--- src/rtl/baby_core.sv ---
// baby_core: accumulator machine in the style of the Manchester Baby, with a req/ack store port.
// Build option BABY_EXT_ADD_EN: opcode 101 performs ADD instead of acting as a second SUB.
module baby_core #(
  parameter int WORD_W = 32,
  parameter int ADDR_W = 5
) (
  input  logic              clock,
  input  logic              reset_ni,
  input  logic [WORD_W-1:0] ram_data_i,
  output logic [WORD_W-1:0] ram_data_o,
  output logic [ADDR_W-1:0] ram_addr_o,
  output logic              ram_rw_en_o,
  output logic              ram_req_o,
  input  logic              ram_ack_i,
  input  logic              run_i,
  input  logic              step_i,
  output logic              stop_lamp_o
);

  typedef enum logic [2:0] {STOPPED, INC, FETCH, OPER, EXEC} state_t;

  localparam logic [2:0] OP_JMP     = 3'b000;
  localparam logic [2:0] OP_JRP     = 3'b100;
  localparam logic [2:0] OP_LDN     = 3'b010;
  localparam logic [2:0] OP_STO     = 3'b110;
  localparam logic [2:0] OP_SUB     = 3'b001;
  localparam logic [2:0] OP_SUB_ALT = 3'b101;
  localparam logic [2:0] OP_CMP     = 3'b011;
  localparam logic [2:0] OP_STP     = 3'b111;

  state_t                    state, state_nxt;
  logic [1:0]                rst_sync;
  logic                      live;
  logic [ADDR_W-1:0]         ci, line;
  logic signed [WORD_W-1:0]  acc, opnd;
  logic [2:0]                op;
  logic                      stepped, run_q;
  logic                      acked, run_rise, start;
  logic                      do_start, do_inc, in_fetch, in_oper, do_exec, issue;

  function automatic logic signed [WORD_W-1:0] alu(
    input logic [2:0]               code,
    input logic signed [WORD_W-1:0] a,
    input logic signed [WORD_W-1:0] s
  );
    logic signed [WORD_W-1:0] r;
    r = a;
    case (code)
      OP_LDN: r = -s;
      OP_SUB: r = a - s;
`ifdef BABY_EXT_ADD_EN
      OP_SUB_ALT: r = a + s;
`else
      OP_SUB_ALT: r = a - s;
`endif
      default: r = a;
    endcase
    return r;
  endfunction

  // Jump targets use only the low address bits of the operand; CI wraps naturally.
  function automatic logic [ADDR_W-1:0] next_ci(
    input logic [2:0]               code,
    input logic [ADDR_W-1:0]        pc,
    input logic signed [WORD_W-1:0] s,
    input logic                     neg
  );
    logic [ADDR_W-1:0] r;
    r = pc;
    case (code)
      OP_JMP:  r = s[ADDR_W-1:0];
      OP_JRP:  r = pc + s[ADDR_W-1:0];
      OP_CMP:  r = neg ? pc + ADDR_W'(1) : pc;
      default: r = pc;
    endcase
    return r;
  endfunction

  // Reset asserts asynchronously but is released only on a clock edge.
  always_ff @(posedge clock or negedge reset_ni) begin
    if (!reset_ni) rst_sync <= '0;
    else           rst_sync <= {rst_sync[0], 1'b1};
  end
  assign live = rst_sync[1];

  assign acked    = ram_req_o & ram_ack_i;
  assign run_rise = run_i & ~run_q;
  assign start    = run_rise | step_i;

  always_ff @(posedge clock or negedge reset_ni) begin
    if (!reset_ni)  state <= STOPPED;
    else if (!live) state <= STOPPED;
    else            state <= state_nxt;
  end

  always_comb begin
    state_nxt = state;
    case (state)
      STOPPED: if (start) state_nxt = INC;
      INC:     state_nxt = FETCH;
      FETCH:   if (acked) state_nxt = (ram_data_i[15:13] == OP_STP) ? STOPPED : OPER;
      OPER:    if (acked) state_nxt = EXEC;
      EXEC:    state_nxt = (run_i && !stepped) ? INC : STOPPED;
      default: state_nxt = STOPPED;
    endcase
  end

  always_comb begin
    stop_lamp_o = (state == STOPPED);
    do_start    = (state == STOPPED) && start;
    do_inc      = (state == INC);
    in_fetch    = (state == FETCH);
    in_oper     = (state == OPER);
    do_exec     = (state == EXEC);
    issue       = (in_fetch || in_oper) && !ram_req_o;
  end

  always_ff @(posedge clock or negedge reset_ni) begin
    if (!reset_ni) begin
      ci          <= '0;
      acc         <= '0;
      op          <= '0;
      line        <= '0;
      stepped     <= 1'b0;
      run_q       <= 1'b0;
      ram_req_o   <= 1'b0;
      ram_rw_en_o <= 1'b0;
      ram_addr_o  <= '0;
      ram_data_o  <= '0;
    end else begin
      run_q <= run_i;
      if (!live) begin
        ci          <= '0;
        acc         <= '0;
        op          <= '0;
        line        <= '0;
        stepped     <= 1'b0;
        ram_req_o   <= 1'b0;
        ram_rw_en_o <= 1'b0;
        ram_addr_o  <= '0;
        ram_data_o  <= '0;
      end else begin
        if (do_start) stepped <= step_i;
        if (do_inc)   ci <= ci + ADDR_W'(1);
        // Request is raised one cycle after entering FETCH/OPER, guaranteeing an idle gap.
        if (issue) begin
          ram_req_o <= 1'b1;
          if (in_fetch) begin
            ram_addr_o  <= ci;
            ram_rw_en_o <= 1'b0;
          end else begin
            ram_addr_o  <= line;
            ram_rw_en_o <= (op == OP_STO);
            ram_data_o  <= acc;
          end
        end
        if (acked) begin
          ram_req_o   <= 1'b0;
          ram_rw_en_o <= 1'b0;
          if (in_fetch) begin
            op   <= ram_data_i[15:13];
            line <= ram_data_i[ADDR_W-1:0];
          end
        end
        if (do_exec) begin
          acc <= alu(op, acc, opnd);
          ci  <= next_ci(op, ci, opnd, acc[WORD_W-1]);
        end
      end
    end
  end

  always_ff @(posedge clock) begin
    if (in_oper && acked) opnd <= ram_data_i;
  end

endmodule

--- config.mk ---
export PLATFORM = sky130hd
export DESIGN_NAME = baby_core
export DESIGN_NICKNAME = d
export VERILOG_FILES = /design/src/rtl/baby_core.sv
export SDC_FILE = /design/constraint.sdc
export NUM_CORES = 1
export LEC_CHECK = 0
export BUFFER_PORTS_ARGS = -buffer_cell sky130_fd_sc_hd__buf_2
export CAP_MARGIN = 10
export CORE_ASPECT_RATIO = 0.7
export CORE_MARGIN = 3
export CORE_UTILIZATION = 41
export CTS_CLUSTER_DIAMETER = 120
export DETAILED_ROUTE_END_ITERATION = 8
export HOLD_SLACK_MARGIN = 0.1
export PLACE_DENSITY = 0.57
export SLEW_MARGIN = 20
export SYNTH_ARGS = -nofsm -noshare
export SYNTH_HDL_FRONTEND = slang
export SYNTH_SLANG_ARGS = --single-unit
--- constraint.sdc ---
create_clock -name clock -period 3.28 [get_ports clock]
set_input_delay 0.328 -clock clock [delete_from_list [all_inputs] [get_ports clock]]
set_output_delay 0.328 -clock clock [all_outputs]
set_load 0.02 [all_outputs]
==> flow_metrics.py, run 1 <==
metrics = {
    "critical_path": {
        "worst_setup_path_end_kind": "flip-flop",
        "cp-endpoint": "acc[30]$_DFFE_PN0P_",
        "r2r_cells": 12,
        "r2r-start": "acc[0]$_DFFE_PN0P_",
        "crit_arrival_ns": 3.43,
        "crit_fanout": 4,
        "r2r_slack_ns": 0.18,
        "r2r_end": "acc[30]$_DFFE_PN0P_",
        "worstSetupPathType": "reg -> reg",
        "start_kind": "flip-flop",
        "required_ns": 3.61,
        "startpoint": "acc[0]$_DFFE_PN0P_",
    },
    "layout": {
        "stdcell_count": 1092,
        "antenna_cells": 0,
        "fillCellCount": 1557,
        "drive_above_1_share": 0.157,
        "nets": 931,
        "syn_to_final_growth_pct": 22.5,
    },
    "clock_network": {
        "clock_path_buffers": 2,
        "numCtsBuffers": 17,
        "cts.htree.levels": 4,
        "cts.sinks": 123,
        "clk_pin_slew_ns": 0.06,
        "cts_tree": "built",
        "ctsRootBufferMaster": "clkbuf_16",
        "clock_latency_ns": 0.42,
    },
    "grt": {
        "antenna_found_initial": 0,
        "grt.total_usage": 0.220,
        "grt_pass1_wl_mm": 32.6,
        "grt_start_max_net_pins": 92,
        "grt_pass1_vias": 6082,
        "grt_overflow_total": 0,
    },
    "pwr": {
        "p_sw_frac": 0.269,
        "vdd_drop_max_v": 0.000338,
        "pwr-share-comb": 0.131,
        "clkPwrFrac": 0.463,
        "internal-power_w": 0.00312,
        "power.density_mw_per_mm2": 482,
        "leakage_nw": 4.07,
        "p_switching_w": 0.00115,
        "pwr-share-seq": 0.406,
    },
    "worst_hold_path": {
        "hold_path_class": "in -> reg",
    },
    "yosys": {
        "async_reset_ff_frac": 0.740,
        "synth-seq-cells": 123,
        "synthesis.nets": 817,
        "yosys_warnings": 0,
        "synth_flop_cell": "dfrtp_1",
        "avgSynthCellArea_um2": 9.78,
        "synth_edf_count": 32,
        "syn-cell-area_mm2": 0.00724,
        "ys_seq_area_frac": 0.448,
        "postSynthCellCount": 740,
        "synth.distinct_cells": 69,
    },
    "detailed_routing": {
        "drc": 0,
        "vias": 6301,
        "vias_per_cell": 5.77,
        "drt_pass1_iterations": 5,
        "drt-initial-drc-count": 743,
        "wire_per_inst_um": 18.3,
        "postRouteAntennaNets": 0,
        "drt_wl_total_mm": 19.9,
    },
    "die": {
        "io_pins": 77,
        "die_area_mm2": 0.0193,
        "die_w_um": 165,
        "die_h_um": 117,
        "start_util": 0.431,
        "rows": 39,
        "core_area_mm2": 0.0168,
    },
    "timing": {
        "setup_tns_ns": 0,
        "tightestPinTransition_ns": 0.828,
        "slew_headroom": 0.443,
        "clock_skew_ns": 0.00842,
        "rsz0062_at_grt": "false",
        "maxSlewViolCount": 0,
        "hold_viol": 0,
        "max_freq_mhz": 323,
        "fin_crit_sh": 0.944,
        "fin_crit_ns": 3.10,
        "finalSetupViolCount": 0,
    },
    "placement": {
        "dp.cells": 1031,
        "place.gp.congestion": 0.927,
        "port_buffers": 76,
        "dp_hpwl_mm": 14.5,
    },
    "status": {
        "status": "complete, no violations",
    },
    "flow_run": {
        "max_cap_viol_count": 0,
    },
}
## Yosys cell counts (4+ instances only)
| cell | number | area [µm²] |
|---|---|---|
| a21o_1 | 13 | 97.6 |
| a21oi_1 | 50 | 250 |
| a222oi_1 | 5 | 50.1 |
| a22o_1 | 49 | 429 |
| a22oi_1 | 14 | 105 |
| a31oi_1 | 5 | 31.3 |
| a32o_1 | 4 | 40.0 |
| and3_1 | 5 | 31.3 |
| clkbuf_1 | 23 | 86.3 |
| dfrtp_1 | 91 | 2280 |
| edfxtp_1 | 32 | 961 |
| ha_1 | 38 | 475 |
| inv_1 | 52 | 195 |
| nand2_1 | 61 | 229 |
| nand2b_1 | 10 | 62.6 |
| nand3_1 | 21 | 105 |
| nand4_1 | 5 | 31.3 |
| nor2_1 | 46 | 173 |
| nor2b_1 | 7 | 43.8 |
| nor3_1 | 14 | 70.1 |
| nor4_1 | 5 | 31.3 |
| o21a_1 | 6 | 45.0 |
| o21ai_0 | 53 | 265 |
| o21bai_1 | 5 | 37.5 |
| o31ai_1 | 4 | 30.0 |
| xnor2_1 | 40 | 350 |
| xor2_1 | 14 | 123 |
## timing repair
| action | in CTS | in global routing |
|---|---|---|
| endpoints found under the hold margin | 119 | 0 |
| buffers inserted | 0 | 0 |
| gates resized for setup | 0 | 4 |
| hold buffers | 29 | 0 |
| endpoints found under the setup margin | 0 | 7 |
## state kept, by name, summed over array words and instances (netlist names)
name         count
ram_req_o        1
op               3
state            3
ram_rw_en_o      1
run_q            1
stepped          1
acc             32
ram_addr_o       5
line             5
ci               5
opnd            32
rst_sync         2
ram_data_o      32
## through the flow
step / total power (W) / hold WS (ns) / instance area [µm²] / setup WS, ns / utilization
after global routing: 0.00447 / 0.113 / 8860 / 0.00812 / 0.528
after CTS: 0.00429 / 0.106 / 8850 / 0.0868 / 0.527
final: 0.00427 / 0.121 / 8860 / 0.185 / 0.528
after detailed placement: 0.00229 / 0.345 / 7930 / 0.128 / 0.473
after global placement: 0.00227 / 0.336 / 7930 / 0.185 / 0.473
after floorplan: 0.00209 / 0.0324 / 7240 / 0.403 / -
## cells in the final DEF, fill, tap and decap left out, types with 13 or more instances in the layout
master         instances
a21o_1                13
a21oi_1               50
a22o_1                49
a22oi_1               14
buf_2                 75
buf_4                 14
clkbuf_16             18
dfrtp_1               91
dlygate4sd3_1         29
edfxtp_1              32
ha_1                  38
inv_1                 52
nand2_1               61
nand3_1               21
nor2_1                45
nor3_1                14
o21ai_0               52
xnor2_1               40
xor2_1                14
## worst min path at each step
stage | depth (start not counted) | startpoint | to
after global routing | 1 | ram_data_i[2] | opnd[2]$_DFFE_PP_
after floorplan | 0 | reset_ni | acc[0]$_DFFE_PN0P_
after CTS | 1 | ram_data_i[2] | opnd[2]$_DFFE_PP_
final | 1 | ram_data_i[2] | opnd[2]$_DFFE_PP_
after global placement | 0 | rst_sync[0]$_DFF_PN0_ | rst_sync[1]$_DFF_PN0_
after detailed placement | 0 | rst_sync[0]$_DFF_PN0_ | rst_sync[1]$_DFF_PN0_
## power groups by stage
stage	clock (W)	combinational [W]	sequential [W]
2_1_floorplan	0	0.000364	0.00173
3_3_place_gp	0	0.000518	0.00176
3_5_place_dp	0	0.000530	0.00176
4_1_cts	0.00200	0.000559	0.00173
5_1_grt	0.00209	0.000633	0.00175
6_report	0.00198	0.000559	0.00173
## layer usage
layer	share of wire	up-vias	routed length [µm]	track usage
li1	-	2961	-	-
met1	0.51	3093	10100	0.334
met2	0.41	227	8160	0.316
met3	0.072	20	1450	0.0461
met4	0.012	0	249	0.0609
met5	0	-	0	0
## logic make-up after synthesis
logic type	synth area share
adders and majority gates	0.0712
and+or+nand+nor	0.137
DFF	0.448
muxes	0.00138
other	0.000518
buffers and inverters	0.0401
AOI/OAI and AO/OA	0.235
xor gates and xnor gates	0.0676
## final cells by class
class,instances,area [µm²],share of cell area
clock inverters,10,138,0.0155
well taps,225,282,0.0318
multi-input cells,540,3730,0.421
flip-flops and latches,123,3240,0.365
clock buffers,22,485,0.0548
repair buffers,119,791,0.0892
inverters,53,199,0.0224
## worst max-delay path: stages (launching register included)
cell,delay [ns]
dfrtp_1,0.36
inv_1,0.07
ha_1,0.21
fa_1,0.40
and2b_1,0.26
o2111ai_1,0.19
a2111oi_4,0.44
o21bai_2,0.16
o21a_1,0.25
o21ai_1,0.22
a311oi_1,0.14
xor2_1,0.16
o21ai_1,0.14
(Power assumes the default switching activity.)
==> run 2, diff against run 1 <==
--- a/config.mk
+++ b/config.mk
@@ -5,6 +5,7 @@
 export SDC_FILE = /design/constraint.sdc
 export NUM_CORES = 1
 export LEC_CHECK = 0
+export ABC_AREA = 1
 export BUFFER_PORTS_ARGS = -buffer_cell sky130_fd_sc_hd__buf_2
 export CAP_MARGIN = 10
 export CORE_ASPECT_RATIO = 0.7
==> flow_metrics.py, run 2 <==
metrics = {
    "detailed_routing": {
        "drt_wl_total_mm": 28.2,
        "drc": 0,
        "drt-initial-drc-count": 772,
        "drt_pass1_iterations": 5,
        "postRouteAntennaNets": 0,
        "vias_per_cell": 5.20,
        "vias": 8328,
        "wire_per_inst_um": 17.6,
    },
    "critical_path": {
        "crit_family": "simple AND/OR/NAND/NOR gates",
        "required_ns": 3.64,
        "cpMaxStageDelayCell": "dfrtp_1",
        "path_cells": "inv_2, nor2_2, inv_2, nor2_4, inv_2, a21oi_1, nand2_1, nand2_1",
        "crit_fanout": 20,
        "start_kind": "flip-flop",
        "cp_num_buf_inv": 3,
        "startpoint": "rst_sync[1]$_DFF_PN0_",
        "r2r-start": "rst_sync[1]$_DFF_PN0_",
        "critPathMaxStageDelay_ns": 0.69,
        "crit_arrival_ns": 2.94,
        "worst_setup_path_end_kind": "flip-flop",
        "worstSetupPathType": "reg -> reg",
        "crit_top_cell": "inv_2",
    },
    "clock_network": {
        "clock_latency_ns": 0.44,
        "clk_pin_slew_ns": 0.07,
        "clock_path_buffers": 2,
        "ctsResizeCount": 0,
        "cts.htree.levels": 4,
        "numCtsBuffers": 17,
        "cts_tree": "built",
        "cts.sinks": 123,
        "ctsRootBufferMaster": "clkbuf_16",
        "postCtsHoldBufs": 27,
        "cts_setup_buffers": 0,
    },
    "yosys": {
        "synth_edf_count": 32,
        "synthesis.nets": 1289,
        "synth-seq-cells": 123,
        "synth_fa_ha_area_frac": 0.0605,
        "synth.most_common_cell": "nand2_1",
        "avgSynthCellArea_um2": 7.03,
        "ys_seq_area_frac": 0.380,
        "yosys_warnings": 0,
        "syn-cell-area_mm2": 0.00852,
        "postSynthCellCount": 1212,
        "synth.distinct_cells": 47,
        "synthXorXnorAreaFrac": 0.0195,
        "synthMuxAreaShare": 0,
        "synth_compound_area_frac": 0.120,
        "synth_top_area_cell": "dfrtp_1",
        "synthTopCellsByArea": "dfrtp_1, nand2_1, edfxtp_1",
        "yosysTopAreaCellShare": 0.267,
        "async_reset_ff_frac": 0.740,
        "synth_common_cells": "nand2_1, inv_1, nand3_1, dfrtp_1, nor2_1",
        "synth_flop_cell": "dfrtp_1",
        "synth-simple-area-share": 0.312,
        "synth_top_family_by_area": "simple AND/OR/NAND/NOR gates",
    },
    "pwr": {
        "power.density_mw_per_mm2": 517,
        "vdd_drop_max_v": 0.000390,
        "leakage_nw": 5.28,
    },
    "layout": {
        "largestRegisters": "acc (32), opnd (32), ram_data_o (32)",
        "drive_above_1_share": 0.122,
        "antenna_cells": 0,
        "register_area_mm2": 0.00324,
        "final_cell_mix": "nand2_1, inv_1, nand3_1",
        "multi_input_area_mm2": 0.00437,
        "final_common_cell": "nand2_1",
        "syn_to_final_growth_pct": 18.3,
        "fillCellCount": 2094,
        "finalInstanceArea_mm2": 0.0101,
        "nets": 1397,
    },
    "placement": {
        "dp_hpwl_mm": 22.1,
        "place.gp.congestion": 0.975,
        "port_buffers": 76,
        "placed_cell_area_mm2": 0.00921,
    },
    "timing": {
        "fin_crit_ns": 2.58,
        "slew_headroom": 0.379,
        "clock_skew_ns": 0.0233,
        "tightestPinTransition_ns": 0.931,
        "maxSlewViolCount": 0,
        "fin_crit_sh": 0.787,
        "hold_viol": 0,
        "rsz0062_at_grt": "false",
        "finalSetupViolCount": 0,
        "max_freq_mhz": 387,
        "setup_tns_ns": 0,
    },
    "grt": {
        "grt.total_usage": 0.257,
        "antenna_found_initial": 0,
        "busiest_layer": "met1",
        "grt_overflow_total": 0,
        "grt_pass1_wl_mm": 44.0,
        "met3_usage": 0.0802,
        "use_met2": 0.327,
        "met1_usage": 0.417,
        "grt_pass1_vias": 7749,
        "grt_start_max_net_pins": 59,
    },
    "worst_hold_path": {
        "min-delay-start": "ram_data_i[15]",
        "hold_path_class": "in -> reg",
    },
    "flow_run": {
        "max_cap_viol_count": 0,
    },
    "die": {
        "io_pins": 77,
        "start_util": 0.424,
        "core_area_mm2": 0.0201,
        "die_h_um": 127,
        "rows": 43,
        "die_area_mm2": 0.0226,
        "die_w_um": 178,
    },
    "status": {
        "status": "complete, no violations",
    },
}
## run 2: cell count changes after synthesis, moves of 12 or more
cell / change
inv_1: +147
buf_2: +12
o21ai_1: +20
a21o_1: -12
nor2_1: +45
a32o_1: +15
a22o_1: -49
xnor2_1: -34
nand3_1: +74
nand2_1: +328
clkbuf_1: -17
## run 2: stage by stage
stage | worst slack [ns] | instances | utilization | total power, W | hold slack [ns]
CTS | 0.770 | 1603 | 0.501 | 0.00523 | 0.101
global placement | 0.853 | 1544 | 0.458 | 0.00325 | 0.333
detailed placement | 0.802 | 1544 | 0.458 | 0.00324 | 0.336
floorplan | 0.824 | 1212 | - | 0.00277 | 0.0324
global route | 0.535 | 1603 | 0.501 | 0.00548 | 0.113
finish | 0.699 | 1603 | 0.501 | 0.00521 | 0.126
## run 2: worst paths after layout
| check | slack (ns) | depth (start not counted) | endpoint |
|---|---|---|---|
| worst max-delay path | 0.70 | 8 | acc[16]$_DFFE_PN0P_ |
| min in group asynchronous | 0.55 | 2 | acc[16]$_DFFE_PN0P_ |
| max in group asynchronous | 2.08 | 3 | acc[7]$_DFFE_PN0P_ |
| worst min register to register | 0.35 | 0 | rst_sync[1]$_DFF_PN0_ |
| worst max register to register | 0.70 | 8 | acc[16]$_DFFE_PN0P_ |
| worst min-delay path | 0.13 | 1 | opnd[15]$_DFFE_PP_ |
## run 2: where the power goes
part	total, W	internal (W)	switching [W]	leakage [nW]
clock network	0.00194	0.00112	0.000819	0.297
registers	0.00187	0.00172	0.000143	1.53
logic	0.00140	0.000434	0.000967	3.46
## run 2: cells by family (layout without fill, tap and decap cells)
logic type | after synthesis | after routing
AND/OR/NAND/NOR | 626 | 626
other | 1 | 1
flip-flops | 123 | 123
XOR/XNOR | 19 | 19
AO/OA/AOI/OAI | 169 | 169
buffers and inverters | 234 | 355
adder cells (fa/ha/maj) | 40 | 40
## run 2: final cells by class
class                   count  share of cell area
flip-flops and latches    123               0.321
repair buffers            111              0.0732
inverters                 212              0.0789
multi-input cells         855               0.434
well taps                 270              0.0335
clock inverters            13              0.0142
clock buffers              19              0.0451
## run 2: per-layer routing
metal | vias up | wire [µm] | share of wire
met5 | - | 0 | 0
met4 | 0 | 252 | 0.0089
met3 | 23 | 2920 | 0.10
met2 | 356 | 10600 | 0.38
met1 | 3828 | 14400 | 0.51
li1 | 4121 | - | -
==> run 3, diff against run 2 <==
--- a/config.mk
+++ b/config.mk
@@ -14,7 +14,7 @@
 export CTS_CLUSTER_DIAMETER = 120
 export DETAILED_ROUTE_END_ITERATION = 8
 export HOLD_SLACK_MARGIN = 0.1
-export PLACE_DENSITY = 0.57
+export PLACE_DENSITY = 0.59
 export SLEW_MARGIN = 20
 export SYNTH_ARGS = -nofsm -noshare
 export SYNTH_HDL_FRONTEND = slang
==> constraint.sdc (replaced) <==
create_clock -name clock -period 2.24 [get_ports clock]
set_input_delay 0.224 -clock clock [delete_from_list [all_inputs] [get_ports clock]]
set_output_delay 0.224 -clock clock [all_outputs]
set_load 0.02 [all_outputs]
==> flow_metrics.py, run 3 (same netlist as run 2, synthesis figures left out) <==
metrics = {
    "grt": {
        "antenna_found_initial": 2,
        "grt.total_usage": 0.258,
        "grt_pass1_vias": 8034,
        "grt_overflow_total": 0,
        "grt_pass1_wl_mm": 44.4,
        "grt_start_max_net_pins": 43,
    },
    "layout": {
        "largestRegisters": "acc (32), opnd (32), ram_data_o (32)",
        "final_cell_mix": "nand2_1, inv_1, dfrtp_1",
        "final_common_cell": "nand2_1",
        "syn_to_final_growth_pct": 25.3,
        "antenna_cells": 0,
        "drive_above_1_share": 0.181,
        "nets": 1463,
    },
    "pwr": {
        "internal-power_w": 0.00480,
        "vdd_drop_max_v": 0.000479,
        "p_sw_frac": 0.371,
        "pwr-share-seq": 0.355,
        "power.density_mw_per_mm2": 714,
        "leakage_nw": 5.60,
        "pwr-share-comb": 0.279,
        "clkPwrFrac": 0.367,
        "p_switching_w": 0.00283,
    },
    "critical_path": {
        "crit_family": "simple AND/OR/NAND/NOR gates",
        "start_kind": "flip-flop",
        "r2r-start": "opnd[6]$_DFFE_PP_",
        "cp_num_cells": 14,
        "crit_arrival_ns": 2.46,
        "startpoint": "opnd[6]$_DFFE_PP_",
        "r2r_cells": 14,
        "r2r_slack_ns": 0.11,
        "cp_num_buf_inv": 2,
        "crit_fanout": 4,
        "worstSetupPathType": "reg -> reg",
        "r2r_end": "acc[23]$_DFFE_PN0P_",
        "critPathMaxStageDelay_ns": 0.39,
        "cp-endpoint": "acc[23]$_DFFE_PN0P_",
        "cpMaxStageDelayCell": "edfxtp_1",
        "required_ns": 2.58,
        "worst_setup_path_end_kind": "flip-flop",
        "path_cells": "inv_1, ha_1, nand2_2, inv_1, a21oi_1, nand2_1, nand2_1, nand2_1, nand2_1, nand2_1, nand2_1, nand3_2, nand2_1, nand2_1",
        "crit_top_cell": "nand2_1",
    },
    "clock_network": {
        "ctsRootBufferMaster": "clkbuf_16",
        "cts.htree.levels": 4,
        "cts.sinks": 123,
        "clock_path_buffers": 2,
        "clk_pin_slew_ns": 0.07,
        "cts_tree": "built",
        "clock_latency_ns": 0.44,
        "numCtsBuffers": 17,
    },
    "placement": {
        "dp_hpwl_mm": 22.1,
        "port_buffers": 76,
        "place.gp.congestion": 0.938,
    },
    "flow_run": {
        "max_cap_viol_count": 0,
    },
    "timing": {
        "fin_crit_sh": 0.949,
        "setup_tns_ns": 0,
        "finalSetupViolCount": 0,
        "max_freq_mhz": 470,
        "slew_headroom": 0.460,
        "maxSlewViolCount": 0,
        "tightestPinTransition_ns": 0.811,
        "hold_viol": 0,
        "fin_crit_ns": 2.13,
        "clock_skew_ns": 0.0119,
        "holdWs_ns": 0.179,
    },
    "detailed_routing": {
        "drc": 0,
        "vias_per_cell": 5.14,
        "drt_wl_total_mm": 28.4,
        "wire_per_inst_um": 17.0,
        "drt_pass1_iterations": 5,
        "vias": 8572,
        "postRouteAntennaNets": 0,
        "drt-initial-drc-count": 889,
    },
    "die": {
        "die_w_um": 178,
        "rows": 43,
        "io_pins": 77,
        "core_area_mm2": 0.0201,
        "start_util": 0.424,
        "die_h_um": 127,
        "die_area_mm2": 0.0226,
    },
    "worst_hold_path": {
        "hold_path_class": "in -> reg",
    },
    "status": {
        "status": "complete, no violations",
    },
}
-- run 3: area by class of cell --
cell class,instances,area [µm²]
inverters,212,796
multi-input cells,855,4490
fillers,2004,9440
clock buffers,18,429
repair buffers,177,1240
clock inverters,14,151
flip-flops and latches,123,3240
well taps,270,338
-- run 3: worst min-delay path by stage --
stage                    from                     to  slack (ns)  depth (start not counted)
finish              ram_ack_i  ram_req_o$_DFFE_PN0P_        0.18                          4
global route        ram_ack_i  ram_req_o$_DFFE_PN0P_        0.23                          4
CTS                 ram_ack_i  ram_req_o$_DFFE_PN0P_        0.17                          4
detailed placement   reset_ni    acc[25]$_DFFE_PN0P_        0.29                          1
global placement     reset_ni    acc[25]$_DFFE_PN0P_        0.29                          1
floorplan            reset_ni     acc[0]$_DFFE_PN0P_       -0.07                          0
-- run 3: power by group through the flow --
stage               sequential, W  combinational, W  clock, W
finish                    0.00270           0.00212   0.00280
global route              0.00273           0.00237   0.00292
detailed placement        0.00274           0.00201         0
floorplan                 0.00279           0.00126         0
CTS                       0.00270           0.00207   0.00282
global placement          0.00274           0.00201         0
-- run 3: worst register-to-register path: stages (launching register included) --
cell      delay [ns]
edfxtp_1        0.39
inv_1           0.15
ha_1            0.31
nand2_2         0.14
inv_1           0.06
a21oi_1         0.13
nand2_1         0.13
nand2_1         0.08
nand2_1         0.12
nand2_1         0.12
nand2_1         0.05
nand2_1         0.07
nand3_2         0.12
nand2_1         0.10
nand2_1         0.05
-- run 3: repair_timing --
action | in CTS | in global routing
setup buffers | 0 | 5
hold buffers | 35 | 0
hold endpoints to repair | 82 | 0
endpoints found under the setup margin | 0 | 20
resized for setup | 0 | 35
-- run 3: routing by layer --
metal  part of all wire  track usage  wire length [µm]  up-vias
li1                   -            -                 -     4247
met4              0.014       0.0531               384        4
met2               0.38        0.342             10900      310
met1               0.51        0.412             14500     3978
met5            0.00095            0                27        -
met3              0.091       0.0739              2600       33
-- run 3: through the flow --
stage	instance area [µm²]	cells	utilization	power [W]	setup slack [ns]
after global placement	9600	1597	0.477	0.00474	0.0949
final	10700	1669	0.531	0.00763	0.114
after CTS	10500	1664	0.523	0.00759	0.0611
after detailed placement	9600	1597	0.477	0.00475	0.0820
after global routing	10700	1669	0.531	0.00803	-0.0158
after floorplan	8520	1212	-	0.00405	0.292
